## src/rtl/mfe_if.sv

```systemverilog
`default_nettype none
// ============================================================================
// Module     : mfe_ifc (interface)
// Description: Sample-in / frame-result-out bundle for the streaming
//              minimum-finder engine. Optional macro MFE_MAX_EN adds the
//              signed-maximum result fields.
// Revision   : 1.0 - initial release
// ============================================================================
interface mfe_ifc #(
  parameter int DATA_W = 16,
  parameter int IDX_W  = 8
);
  logic              in_valid;
  logic              in_ready;
  logic [DATA_W-1:0] in_data;
  logic              in_last;
  logic              out_valid;
  logic              out_ready;
  logic [DATA_W-1:0] out_min;
  logic [IDX_W-1:0]  out_idx;
  logic [IDX_W:0]    out_len;
  logic              out_trunc;
`ifdef MFE_MAX_EN
  logic [DATA_W-1:0] out_max;
  logic [IDX_W-1:0]  out_max_idx;

  modport dut (
    input  in_valid, in_data, in_last, out_ready,
    output in_ready, out_valid, out_min, out_idx, out_len, out_trunc,
    output out_max, out_max_idx
  );
`else
  modport dut (
    input  in_valid, in_data, in_last, out_ready,
    output in_ready, out_valid, out_min, out_idx, out_len, out_trunc
  );
`endif
endinterface
`default_nettype wire

```

## src/rtl/mfe.sv

```systemverilog
`default_nettype none
// ============================================================================
// Module     : mfe
// Description: Streaming minimum-finder. Accepts signed samples until in_last
//              or until the frame reaches 2^IDX_W samples, then holds the
//              minimum, its earliest index, the frame length and a truncation
//              flag until the consumer handshakes.
//              Optional macro MFE_MAX_EN adds out_max / out_max_idx.
// Revision   : 1.0 - initial release
// ============================================================================
module mfe #(
  parameter int DATA_W = 16,
  parameter int IDX_W  = 8
) (
  input  logic   clk,
  input  logic   rst,
  mfe_ifc.dut    bus
);

  // Frame-length limit: a frame closes itself when this many samples arrive.
  localparam logic [IDX_W:0] c_max_len = {1'b1, {IDX_W{1'b0}}};

  typedef enum logic [1:0] {
    S_IDLE  = 2'd0,
    S_ACCUM = 2'd1,
    S_HOLD  = 2'd2
  } state_t;

  state_t r_state;
  state_t w_state_nxt;

  // Running accumulation for the frame in flight.
  logic signed [DATA_W-1:0] r_acc_min;
  logic [IDX_W-1:0]         r_acc_idx;
  logic [IDX_W:0]           r_count;

  // Result registers presented while holding.
  logic signed [DATA_W-1:0] r_out_min;
  logic [IDX_W-1:0]         r_out_idx;
  logic [IDX_W:0]           r_out_len;
  logic                     r_out_trunc;

  logic                     w_in_ready;
  logic                     w_out_valid;
  logic                     w_accept;
  logic                     w_first;
  logic                     w_limit;
  logic                     w_close;
  logic                     w_done;
  logic [IDX_W:0]           w_new_count;
  logic [IDX_W-1:0]         w_pos;
  logic signed [DATA_W-1:0] w_smp;
  logic                     w_take_min;
  logic signed [DATA_W-1:0] w_min_nxt;
  logic [IDX_W-1:0]         w_idx_nxt;

  assign w_smp       = $signed(bus.in_data);
  assign w_accept    = bus.in_valid & w_in_ready;
  assign w_first     = (r_state == S_IDLE);
  // Position of the incoming sample within its frame (zero-based).
  assign w_pos       = w_first ? '0 : r_count[IDX_W-1:0];
  assign w_new_count = w_first ? {{IDX_W{1'b0}}, 1'b1} : (r_count + 1'b1);
  assign w_limit     = (w_new_count == c_max_len);
  assign w_close     = w_accept & (bus.in_last | w_limit);
  assign w_done      = w_out_valid & bus.out_ready;

  // Strict comparison so that ties keep the earliest position.
  assign w_take_min  = w_first | (w_smp < r_acc_min);
  assign w_min_nxt   = w_take_min ? w_smp : r_acc_min;
  assign w_idx_nxt   = w_take_min ? w_pos : r_acc_idx;

  // State register.
  always_ff @(posedge clk or posedge rst) begin
    if (rst) begin
      r_state <= S_IDLE;
    end else begin
      r_state <= w_state_nxt;
    end
  end

  // Next-state and handshake outputs.
  always_comb begin
    w_state_nxt = r_state;
    w_in_ready  = 1'b0;
    w_out_valid = 1'b0;
    case (r_state)
      S_IDLE: begin
        w_in_ready = 1'b1;
        if (w_accept) begin
          w_state_nxt = w_close ? S_HOLD : S_ACCUM;
        end
      end
      S_ACCUM: begin
        w_in_ready = 1'b1;
        if (w_close) begin
          w_state_nxt = S_HOLD;
        end
      end
      S_HOLD: begin
        w_out_valid = 1'b1;
        if (bus.out_ready) begin
          w_state_nxt = S_IDLE;
        end
      end
      default: begin
        w_state_nxt = S_IDLE;
      end
    endcase
  end

  // Accumulate the running minimum and sample count; clear count between frames.
  always_ff @(posedge clk or posedge rst) begin
    if (rst) begin
      r_acc_min <= '0;
      r_acc_idx <= '0;
      r_count   <= '0;
    end else if (w_accept) begin
      r_acc_min <= w_min_nxt;
      r_acc_idx <= w_idx_nxt;
      r_count   <= w_new_count;
    end else if (w_done) begin
      r_count   <= '0;
    end
  end

  // Capture the frame result on the closing sample; it stays put while held.
  always_ff @(posedge clk or posedge rst) begin
    if (rst) begin
      r_out_min   <= '0;
      r_out_idx   <= '0;
      r_out_len   <= '0;
      r_out_trunc <= 1'b0;
    end else if (w_close) begin
      r_out_min   <= w_min_nxt;
      r_out_idx   <= w_idx_nxt;
      r_out_len   <= w_new_count;
      r_out_trunc <= w_limit;
    end
  end

  assign bus.in_ready  = w_in_ready;
  assign bus.out_valid = w_out_valid;
  assign bus.out_min   = r_out_min;
  assign bus.out_idx   = r_out_idx;
  assign bus.out_len   = r_out_len;
  assign bus.out_trunc = r_out_trunc;

`ifdef MFE_MAX_EN
  logic signed [DATA_W-1:0] r_acc_max;
  logic [IDX_W-1:0]         r_acc_max_idx;
  logic signed [DATA_W-1:0] r_out_max;
  logic [IDX_W-1:0]         r_out_max_idx;
  logic                     w_take_max;
  logic signed [DATA_W-1:0] w_max_nxt;
  logic [IDX_W-1:0]         w_max_idx_nxt;

  assign w_take_max    = w_first | (w_smp > r_acc_max);
  assign w_max_nxt     = w_take_max ? w_smp : r_acc_max;
  assign w_max_idx_nxt = w_take_max ? w_pos : r_acc_max_idx;

  // Running maximum, tracked alongside the minimum with the same tie rule.
  always_ff @(posedge clk or posedge rst) begin
    if (rst) begin
      r_acc_max     <= '0;
      r_acc_max_idx <= '0;
    end else if (w_accept) begin
      r_acc_max     <= w_max_nxt;
      r_acc_max_idx <= w_max_idx_nxt;
    end
  end

  // Maximum result captured together with the minimum result.
  always_ff @(posedge clk or posedge rst) begin
    if (rst) begin
      r_out_max     <= '0;
      r_out_max_idx <= '0;
    end else if (w_close) begin
      r_out_max     <= w_max_nxt;
      r_out_max_idx <= w_max_idx_nxt;
    end
  end

  assign bus.out_max     = r_out_max;
  assign bus.out_max_idx = r_out_max_idx;
`endif

endmodule
`default_nettype wire

```

## src/flat_wrapper.sv

```systemverilog
// flat-port wrapper written by rule: the top's interface ports become plain ports
module mfe_flat 
#(
  parameter int DATA_W = 16,
  parameter int IDX_W  = 8
)
  (clk, rst, bus_in_valid, bus_in_data, bus_in_last, bus_out_ready, bus_in_ready, bus_out_valid, bus_out_min, bus_out_idx, bus_out_len, bus_out_trunc);
  mfe_ifc #(.DATA_W(DATA_W), .IDX_W(IDX_W)) bus_i ();
  input  logic clk;
  input  logic rst;
  input wire logic [$bits(bus_i.in_valid)-1:0] bus_in_valid;
  input wire logic [$bits(bus_i.in_data)-1:0] bus_in_data;
  input wire logic [$bits(bus_i.in_last)-1:0] bus_in_last;
  input wire logic [$bits(bus_i.out_ready)-1:0] bus_out_ready;
  output wire logic [$bits(bus_i.in_ready)-1:0] bus_in_ready;
  output wire logic [$bits(bus_i.out_valid)-1:0] bus_out_valid;
  output wire logic [$bits(bus_i.out_min)-1:0] bus_out_min;
  output wire logic [$bits(bus_i.out_idx)-1:0] bus_out_idx;
  output wire logic [$bits(bus_i.out_len)-1:0] bus_out_len;
  output wire logic [$bits(bus_i.out_trunc)-1:0] bus_out_trunc;
  assign bus_i.in_valid = bus_in_valid;
  assign bus_i.in_data = bus_in_data;
  assign bus_i.in_last = bus_in_last;
  assign bus_i.out_ready = bus_out_ready;
  assign bus_in_ready = bus_i.in_ready;
  assign bus_out_valid = bus_i.out_valid;
  assign bus_out_min = bus_i.out_min;
  assign bus_out_idx = bus_i.out_idx;
  assign bus_out_len = bus_i.out_len;
  assign bus_out_trunc = bus_i.out_trunc;
  mfe #(.DATA_W(DATA_W), .IDX_W(IDX_W)) u_core (.clk(clk), .rst(rst), .bus(bus_i));
endmodule
```

## config.mk

```make
export PLATFORM = sky130hd
export DESIGN_NAME = mfe_flat
export DESIGN_NICKNAME = d
export VERILOG_FILES = /design/src/rtl/mfe_if.sv /design/src/rtl/mfe.sv /design/src/flat_wrapper.sv
export SDC_FILE = /design/constraint.sdc
export NUM_CORES = 1
export LEC_CHECK = 0
export ABC_AREA = 1
export BUFFER_PORTS_ARGS = -buffer_cell sky130_fd_sc_hd__buf_2
export CORE_MARGIN = 8
export CORE_UTILIZATION = 50
export DETAILED_ROUTE_END_ITERATION = 10
export GPL_TIMING_DRIVEN = 1
export PLACE_DENSITY = 0.82
export REMOVE_ABC_BUFFERS = 1
export SLEW_MARGIN = 10
export SYNTH_ARGS = -nofsm -noshare
export SYNTH_HDL_FRONTEND = slang
export SYNTH_SLANG_ARGS = --single-unit
```

## constraint.sdc

```tcl
create_clock -name clk -period 3.27 [get_ports clk]
set_clock_uncertainty 0.15 [all_clocks]
set_input_delay 0.4905 -clock clk [delete_from_list [all_inputs] [get_ports clk]]
set_output_delay 0.4905 -clock clk [all_outputs]
set_load 0.01 [all_outputs]
```

==> qor.yml, run 1 <==
route:
  ant_nets: 0
  drtPass1Iterations: 5
  vias: 3371
  drt_wl_total_um: 8930
  post-route-drc-count: 0
  drt_iter0_markers: 189
  routedWlPerCell_um: 13.9
  via_per_inst: 5.26
die:
  dieArea_um2: 10600
  rows: 31
  die_y_um: 103
  io_pins: 57
  die_w_um: 103
  core_area_um2: 7290
  start_util: 0.519
global_route:
  grt_pass1_vias: 3254
  grt-ovfl-total: 0
  grt_pass1_wl_um: 15100
  grt_usage: 0.180
  antenna_found_initial: 0
  grt_max_degree: 41
synth:
  synth-edff-count: 0
  syn_area_um2: 3790
  synthFlopType: "dfrtp_1"
  synthAdderAreaFrac: 0.0529
  yosysSeqAreaShare: 0.456
  synthMuxAreaShare: 0
  async_reset_ff_frac: 1.00
  synthCells: 482
  yosys.area_share.simple: 0.358
  syn_area_per_cell_um2: 7.86
  yosysWarnings: 0
  synth_seq_cells: 69
  synth.distinct_cells: 26
  synth_compound_area_frac: 0.0393
  synth_top_family_by_area: "simple AND/OR/NAND/NOR gates"
  synthXorXnorAreaFrac: 0
worst_setup_path:
  max_stage_delay_ns: 0.38
  crit_end: "u_core.bus.out_min[6]$_DFFE_PP0P_"
  cp_slowest_cell: "dfrtp_1"
  critPathMaxFanout: 28
  reg2reg_depth: 11
  worstSetupPathType: "flop to flop"
  crit_start: "u_core.r_state[0]$_DFFE_PP0P_"
  cp-start-kind: "flop"
  path_cells: "inv_1, nand2_2, nand2_1, nor3_1, nand3_1, nor2_1, nand3_2, nand2_2, buf_4, nand3_1, nand2_1"
  arrival_ns: 2.62
  end_kind: "flop"
  cp.required_ns: 3.41
  r2r_slack_ns: 0.79
  r2r-end: "u_core.bus.out_min[6]$_DFFE_PP0P_"
  rr_startpoint: "u_core.r_state[0]$_DFFE_PP0P_"
job:
  maxCapViolations: 0
power_and_ir_drop:
  p_per_area_nw_per_um2: 846
  ir_drop_mv: 0.386
  leakagePower_nw: 2.42
sta:
  hold_ws_ns: 0.176
  finalHoldViolations: 0
  slew_headroom: 0.543
  layout_setup_ws_ns: 0.788
  fin_tns_setup_ns: 0
  setup_viol: 0
  fmax_mhz: 403
  maxSlewViolCount: 0
  fin_crit_sh: 0.759
  worst_pin_slew_ns: 0.685
  min_period_ns: 2.48
  rsz0062_at_grt: "no"
place:
  portBuffers: 56
  hpwl_um: 6310
  gp_congestion: 0.852
  pre_cts_ws_ns: 0.615
cts:
  cts-root-buf: "clkbuf_8"
  cts_made_buffers: 9
  cts_resized: 0
  h-tree-depth: 3
  cts.sinks: 69
  post_cts_buffers: 0
  clk_pin_slew_ns: 0.08
  cts_buffer_depth: 2
  cts_tree: "done"
  clock_latency_ns: 0.35
finish:
  mostFrequentLayoutCells: "176 x nand2_1, 69 x dfrtp_1, 56 x buf_2, 54 x inv_1, 48 x nand3_1"
  fin_nets: 574
  final_common_cell: "nand2_1"
  fillerInstances: 696
  drive_above_1_share: 0.205
  synthToLayoutAreaGrowth_pct: 14.5
  diodes: 0
hold_path:
  hp-class: "input port to flop"
  hold_depth: 2
  hp-start: "bus_out_ready"
status:
  outcome: "complete, no violations"
-- synthesized netlist by cell type (2+ instances only) --
master	n	area, µm²
a21oi_1	6	30.0
buf_1	2	7.51
buf_12	2	40.0
buf_2	8	40.0
clkbuf_1	10	37.5
dfrtp_1	69	1730
ha_1	16	200
inv_1	55	206
inv_2	2	7.51
nand2_1	176	661
nand2_2	3	18.8
nand3_1	48	240
nand3_2	20	200
nand4_1	26	163
nor2_1	11	41.3
nor3_1	3	15.0
o21ai_0	8	40.0
o21ai_1	6	30.0
o22ai_1	4	25.0
-- metrics by stage --
stage	utilization	cells	power [mW]	instance area, µm²
2_1_floorplan	-	459	2.43	3650
3_3_place_gp	0.566	624	2.92	4130
3_5_place_dp	0.566	624	2.98	4130
4_1_cts	0.595	641	3.70	4340
5_1_grt	0.595	641	4.00	4340
6_report	0.595	641	3.67	4340
-- report_power, final --
| part | internal [mW] | total, mW | switching [mW] |
|---|---|---|---|
| Combinational | 0.571 | 1.61 | 1.04 |
| Sequential | 1.17 | 1.36 | 0.186 |
| Clock | 0.354 | 0.704 | 0.350 |
| Total | 2.10 | 3.67 | 1.57 |
-- timing repair --
item	in CTS	in global routing
endpoints found under the hold margin	7	0
hold buffers	1	0
setup endpoints to repair	0	0
-- worst max-delay path: cells and delay by family (launching register included) --
kind | cells | cell delay, ns
flops | 1 | 0.38
simple gates | 9 | 1.44
buf+inv | 2 | 0.43
-- logic make-up after synthesis --
group                    count (synthesis)
AND/OR/NAND/NOR                        289
buffers and inverters                   81
flip-flops                              69
AO/OA/AOI/OAI                           27
adder cells (fa/ha/maj)                 16
-- state kept, by name, indices dropped and copies added, names as in the netlist --
register / cells
u_core.bus.out_idx: 8
u_core.r_count: 9
u_core.bus.out_len: 9
u_core.bus.out_trunc: 1
u_core.r_state: 2
u_core.r_acc_idx: 8
u_core.bus.out_min: 16
u_core.r_acc_min: 16
-- per-layer routing --
layer,GRT usage,part of all wire,vias up,routed length [µm]
met5,0,0,-,0
met4,0.0801,0.020,0,183
met1,0.229,0.45,1575,3990
li1,-,-,1661,-
met2,0.287,0.47,117,4210
met3,0.0398,0.061,18,548
-- cell type report --
cell class	count	area, µm²	share of cell area
timing repair buffer	67	365	0.0842
sequential	69	1730	0.398
tap	99	124	0.0286
multi-input combinational	332	1710	0.393
inverter	58	218	0.0502
clock buffer	9	124	0.0286
clock inverter	7	73.8	0.0170
-- how the worst min path moves through the flow --
stage | to
final | u_core.r_state[1]$_DFFE_PP0P_
after global placement | u_core.bus.out_len[4]$_DFFE_PP0P_
after CTS | u_core.r_state[1]$_DFFE_PP0P_
after detailed placement | u_core.bus.out_len[3]$_DFFE_PP0P_
after floorplan | u_core.r_acc_idx[7]$_DFFE_PP0P_
after global routing | u_core.r_state[1]$_DFFE_PP0P_
Power figures use the tool's default switching activity.
==> run 2: changes to the inputs <==
Settings changed: PLACE_DENSITY 0.82 to 0.85.
Clock period 3.27 ns to 2 ns, I/O delays scaled along.
==> run 2 against run 1 <==
Effect of this change: the run now ends with design-rule violations, negative setup slack left; clock-buffer cell count grew 1; combinational power grew to 2.8 times the previous value; final cell count increased by 7.3%; first-iteration DRC count increased to 3.5 times the previous value; utilization is 16 points higher; global-route usage grew 6.7 points; wire length rose by 85%.
==> qor.yml, run 2 (same netlist as run 1, synthesis figures left out) <==
route:
  routedWlPerCell_um: 24.0  # +73%
  via_per_inst: 6.43  # +22%
  vias: 4425  # +31%
  ant_nets: 0  # unchanged
  post-route-drc-count: 1  # +1
  drt_iter0_markers: 654  # +250%
  drtPass1Iterations: 8  # +3
  drt_wl_total_um: 16500  # +85%
status:
  violations: "design-rule violations, negative setup slack"
  outcome: "finished with violations"
sta:
  layout_setup_ws_ns: -0.587  # -1.37 ns
  worst_pin_slew_ns: 0.380  # -0.306 ns
  fin_crit_sh: 1.29  # +0.534
  hold_ws_ns: 0.136  # -0.0394 ns
  rsz0062_at_grt: "yes"
  finalHoldViolations: 0  # unchanged
  maxSlewViolCount: 0  # unchanged
  fin_tns_setup_ns: -26.32  # -26.32 ns
  min_period_ns: 2.59  # +0.105 ns
  setup_viol: 61  # +61
  slew_headroom: 0.747  # +0.204
  fmax_mhz: 387  # -4.1%
place:
  hpwl_um: 6610  # +4.8%
  pre_cts_ws_ns: -0.164  # -0.779 ns
  gp_congestion: 0.827  # -2.9%
  portBuffers: 56  # unchanged
  dp.cells: 645  # +3.4%
finish:
  final_common_cell: "nand2_1"
  mostFrequentLayoutCells: "125 x nand2_1, 69 x dfrtp_1, 56 x buf_2, 45 x inv_1, 44 x nand3_2"
  regArea_um2: 1730  # unchanged
  diodes: 0  # unchanged
  layout.cells.non_filler: 688  # +7.3%
  drive_above_1_share: 0.455  # +0.250
  final_util: 0.759  # +0.164
  multiInputGateArea_um2: 2290  # +34%
  fin_nets: 621  # +8.2%
  fillerInstances: 423  # -39%
  synthToLayoutAreaGrowth_pct: 46.2
die:
  dieArea_um2: 10600  # unchanged
  die_y_um: 103  # unchanged
  io_pins: 57  # unchanged
  core_area_um2: 7290  # unchanged
  rows: 31  # unchanged
  die_w_um: 103  # unchanged
  start_util: 0.519  # unchanged
worst_setup_path:
  worstSetupPathType: "flop to flop"
  end_kind: "flop"
  cp.required_ns: 2.13  # -1.28 ns
  arrival_ns: 2.71  # +0.09 ns
  cp-start-kind: "flop"
  critPathMaxFanout: 8  # -71%
job:
  maxCapViolations: 0  # unchanged
cts:
  h-tree-depth: 3  # unchanged
  clock_latency_ns: 0.37  # +0.02 ns
  clk_pin_slew_ns: 0.09  # about the same
  cts.sinks: 69  # unchanged
  cts-root-buf: "clkbuf_8"
  cts_tree: "done"
  cts_buffer_depth: 2  # unchanged
  cts_made_buffers: 9  # unchanged
global_route:
  grt_pass1_vias: 4154  # +28%
  grt_pass1_wl_um: 20100  # +33%
  met2_usage: 0.404  # +0.117
  busiest_layer: "met2"
  grt-ovfl-total: 0  # unchanged
  grt_max_degree: 70  # +71%
  use_met3: 0.0621  # +0.0223
  grt_usage: 0.247  # +0.0669
  antenna_found_initial: 0  # unchanged
  grtUsageMet1: 0.284  # +0.0546
power_and_ir_drop:
  p_per_area_nw_per_um2: 1440  # +70%
  leakagePower_nw: 2.84  # +17%
  ir_drop_mv: 0.663  # +72%
hold_path:
  hp-class: "input port to flop"
-- run 2: cell count changes in the layout (fill, tap and decap cells not counted), moves of 16 or more --
cell     delta
nand3_2    +24
nand2_1    -51
nand2_2    +34
nand3_1    -28
buf_4      +21
nand2_4    +16
-- run 2: cell type report --
class                   count  share of cell area
clock inverters             6             0.00723
well taps                  99              0.0224
flip-flops and latches     69               0.312
repair buffers            114               0.180
clock buffers              10              0.0231
multi-input cells         332               0.414
inverters                  58              0.0416
-- run 2: final timing paths --
path / from / end / slack, ns / cells past startpoint
worst max-delay path: u_core.r_count[1]$_DFFE_PP0P_ / u_core.bus.out_len[3]$_DFFE_PP0P_ / -0.59 / 12
worst min-delay path: bus_in_data[2] / u_core.bus.out_min[2]$_DFFE_PP0P_ / 0.14 / 5
worst max register to register: u_core.r_count[1]$_DFFE_PP0P_ / u_core.bus.out_len[3]$_DFFE_PP0P_ / -0.59 / 12
worst min register to register: u_core.bus.out_min[5]$_DFFE_PP0P_ / u_core.bus.out_min[5]$_DFFE_PP0P_ / 0.33 / 2
max in group asynchronous: rst / u_core.bus.out_min[6]$_DFFE_PP0P_ / 0.85 / 4
min in group asynchronous: rst / u_core.bus.out_len[4]$_DFFE_PP0P_ / 0.53 / 4
-- run 2: routing by layer --
layer,wire length [µm],vias up
met5,0,-
met4,1200,0
met3,2280,145
met2,7540,453
met1,5530,2058
li1,-,1769
-- run 2: power by group --
part           internal, mW  switching, mW  total, mW
combinational          1.77           2.79       4.56
sequential             1.92          0.430       2.35
clock                 0.445          0.592       1.04
-- run 2: critical path: stages, from the launching register on --
cell	delay, ns
dfrtp_1	0.49
ha_4	0.21
nand2_4	0.06
nor2_4	0.17
nand3_2	0.18
o21ai_2	0.20
nand3_2	0.14
nor2_4	0.13
nand3_4	0.12
nand2_8	0.18
inv_12	0.08
buf_12	0.15
o21ai_2	0.21
-- run 2: metrics by stage --
step	cell area, µm²	total power [mW]
final	5530	7.94
after global routing	5530	8.27
after CTS	4990	6.80
after detailed placement	4350	5.11
after global placement	4350	4.96
after floorplan	3650	3.98
-- run 2: what timing repair did --
| action | 4_1_cts | 5_1_grt |
|---|---|---|
| pin swaps | 14 | 33 |
| buffers inserted | 6 | 10 |
| hold endpoints to repair | 70 | 0 |
| gates resized for setup | 68 | 103 |
| hold buffers | 2 | 0 |
| setup endpoints to repair | 59 | 60 |
| cloned | 7 | 6 |
==> run 3: changes to the inputs <==
Settings changed: GPL_ROUTABILITY_DRIVEN set to 1, MAX_ROUTING_LAYER set to met4.
==> run 3 against run 2 <==
Effect of this change: the flow finishes with violations (negative setup slack); sequential power about the same; global-route usage rose by 0.77 points; clock power about the same; sequential share of layout area rose by 0.21 points.
==> qor.yml, run 3 (same netlist as run 1, synthesis figures left out) <==
status:
  outcome: "finished with violations"
  violations: "negative setup slack"
route:
  drtPass1Iterations: 5  # -3
  routedWlPerCell_um: 22.8  # -5.0%
  drt_wl_total_um: 15700  # -5.2%
  ant_nets: 0  # unchanged
  drt_iter0_markers: 573  # -12%
  post-route-drc-count: 0  # -1
  via_per_inst: 6.33  # -1.6%
  vias: 4349  # -1.7%
worst_setup_path:
  cp.required_ns: 2.10  # -0.03 ns
  cp-start-kind: "flop"
  critPathMaxFanout: 8  # unchanged
  arrival_ns: 2.61  # -0.10 ns
  reg2reg_depth: 14  # +2
  worstSetupPathType: "flop to flop"
  end_kind: "flop"
power_and_ir_drop:
  p_per_area_nw_per_um2: 1420  # -1.1%
  ir_drop_mv: 0.602  # -9.2%
  leakagePower_nw: 2.83  # -0.52%
  power_mw: 7.80  # -1.8%
finish:
  finish.instance_area_um2: 5500  # -0.68%
  fin_nets: 620  # -0.16%
  final_util: 0.754  # -0.00515
  synthToLayoutAreaGrowth_pct: 45.2
  diodes: 0  # unchanged
  mostFrequentLayoutCells: "128 x nand2_1, 69 x dfrtp_1, 56 x buf_2, 45 x inv_1, 44 x nand3_2"
  drive_above_1_share: 0.449  # -0.00603
  final_common_cell: "nand2_1"
  layout.cells.non_filler: 687  # -0.15%
place:
  gp_congestion: 0.839  # +1.5%
  hpwl_um: 6610  # unchanged
  pre_cts_ws_ns: -0.164  # unchanged
  place_area_um2: 4350  # unchanged
  portBuffers: 56  # unchanged
  dp.cells: 645  # unchanged
sta:
  layout_setup_ws_ns: -0.505  # +0.0816 ns
  fin_crit_sh: 1.25  # -0.0408
  finalHoldViolations: 0  # unchanged
  worst_pin_slew_ns: 0.374  # -0.00528 ns
  rsz0062_at_grt: "yes"
  hold_ws_ns: 0.138  # +0.00169 ns
  setup_viol: 61  # unchanged
  fin_tns_setup_ns: -24.08  # +2.24 ns
  min_period_ns: 2.51  # -0.0816 ns
  slew_headroom: 0.748  # +0.000883
  fmax_mhz: 399  # +3.3%
  maxSlewViolCount: 0  # unchanged
hold_path:
  hp-class: "input port to flop"
  hold_depth: 5  # unchanged
cts:
  cts.sinks: 69  # unchanged
  clk_pin_slew_ns: 0.09  # about the same
  h-tree-depth: 3  # unchanged
  cts_buffer_depth: 2  # unchanged
  cts-root-buf: "clkbuf_8"
  clock_latency_ns: 0.38  # about the same
  cts_made_buffers: 9  # unchanged
  cts_tree: "done"
global_route:
  grt_pass1_vias: 4142  # -0.29%
  grt_max_degree: 70  # unchanged
  grt-ovfl-total: 0  # unchanged
  grt_pass1_wl_um: 20100  # +0.14%
  antenna_found_initial: 0  # unchanged
  grt_usage: 0.255  # +0.00770
die:
  rows: 31  # unchanged
  start_util: 0.519  # unchanged
  die_w_um: 103  # unchanged
  dieArea_um2: 10600  # unchanged
  io_pins: 57  # unchanged
  core_area_um2: 7290  # unchanged
  die_y_um: 103  # unchanged
job:
  maxCapViolations: 0  # unchanged
## run 3: changes by cell type in the layout (fill, tap and decap cells not counted)
cell	before	now
nand2_1	125	128
nand2_2	37	35
clkbuf_16	5	4
nand2_4	16	15
## run 3: report_power, final
group / total, mW / internal, mW / switching [mW]
clock network: 1.05 / 0.445 / 0.609
logic: 4.43 / 1.73 / 2.70
registers: 2.32 / 1.92 / 0.402
## run 3: repair_timing
item                                   CTS  global route
setup endpoints to repair               59            60
buffers inserted                         6            10
gates cloned                             7             5
endpoints found under the hold margin   70             0
pin swaps                               14            32
hold buffers                             2             0
gates resized for setup                 68            99
## run 3: final cells by class
type                            count  area (µm²)
Clock buffer                       10         128
Clock inverter                      6        40.0
Fill cell                         422        1800
Inverter                           58         230
Multi-Input combinational cell    332        2280
Sequential cell                    69        1730
Tap cell                           99         124
Timing Repair Buffer              113         972
## run 3: worst paths after layout
path / start / to / slack (ns)
hold reg to reg: u_core.bus.out_min[12]$_DFFE_PP0P_ / u_core.bus.out_min[12]$_DFFE_PP0P_ / 0.33
hold / removal: bus_in_data[2] / u_core.bus.out_min[2]$_DFFE_PP0P_ / 0.14
setup reg to reg: u_core.r_count[0]$_DFFE_PP0P_ / u_core.bus.out_idx[3]$_DFFE_PP0P_ / -0.51
setup / recovery: u_core.r_count[0]$_DFFE_PP0P_ / u_core.bus.out_idx[3]$_DFFE_PP0P_ / -0.51
min in group asynchronous: rst / u_core.r_count[6]$_DFFE_PP0P_ / 0.43
max in group asynchronous: rst / u_core.r_acc_idx[3]$_DFFE_PP0P_ / 0.91
## run 3: routing by layer
layer  part of all wire  track usage
met4              0.074        0.154
met3               0.13       0.0547
met2               0.47        0.405
met5                  0            -
met1               0.33        0.291
## run 3: critical path: stages (launching register included)
cell     delay (ns)
dfrtp_1        0.40
buf_6          0.13
ha_4           0.16
nand2_4        0.06
nor2_4         0.18
nand3_2        0.15
o21ai_2        0.20
nand3_2        0.16
nor2_4         0.14
nand3_4        0.12
nand2_8        0.16
inv_12         0.08
buf_12         0.15
nand2_1        0.05
nand2_1        0.10
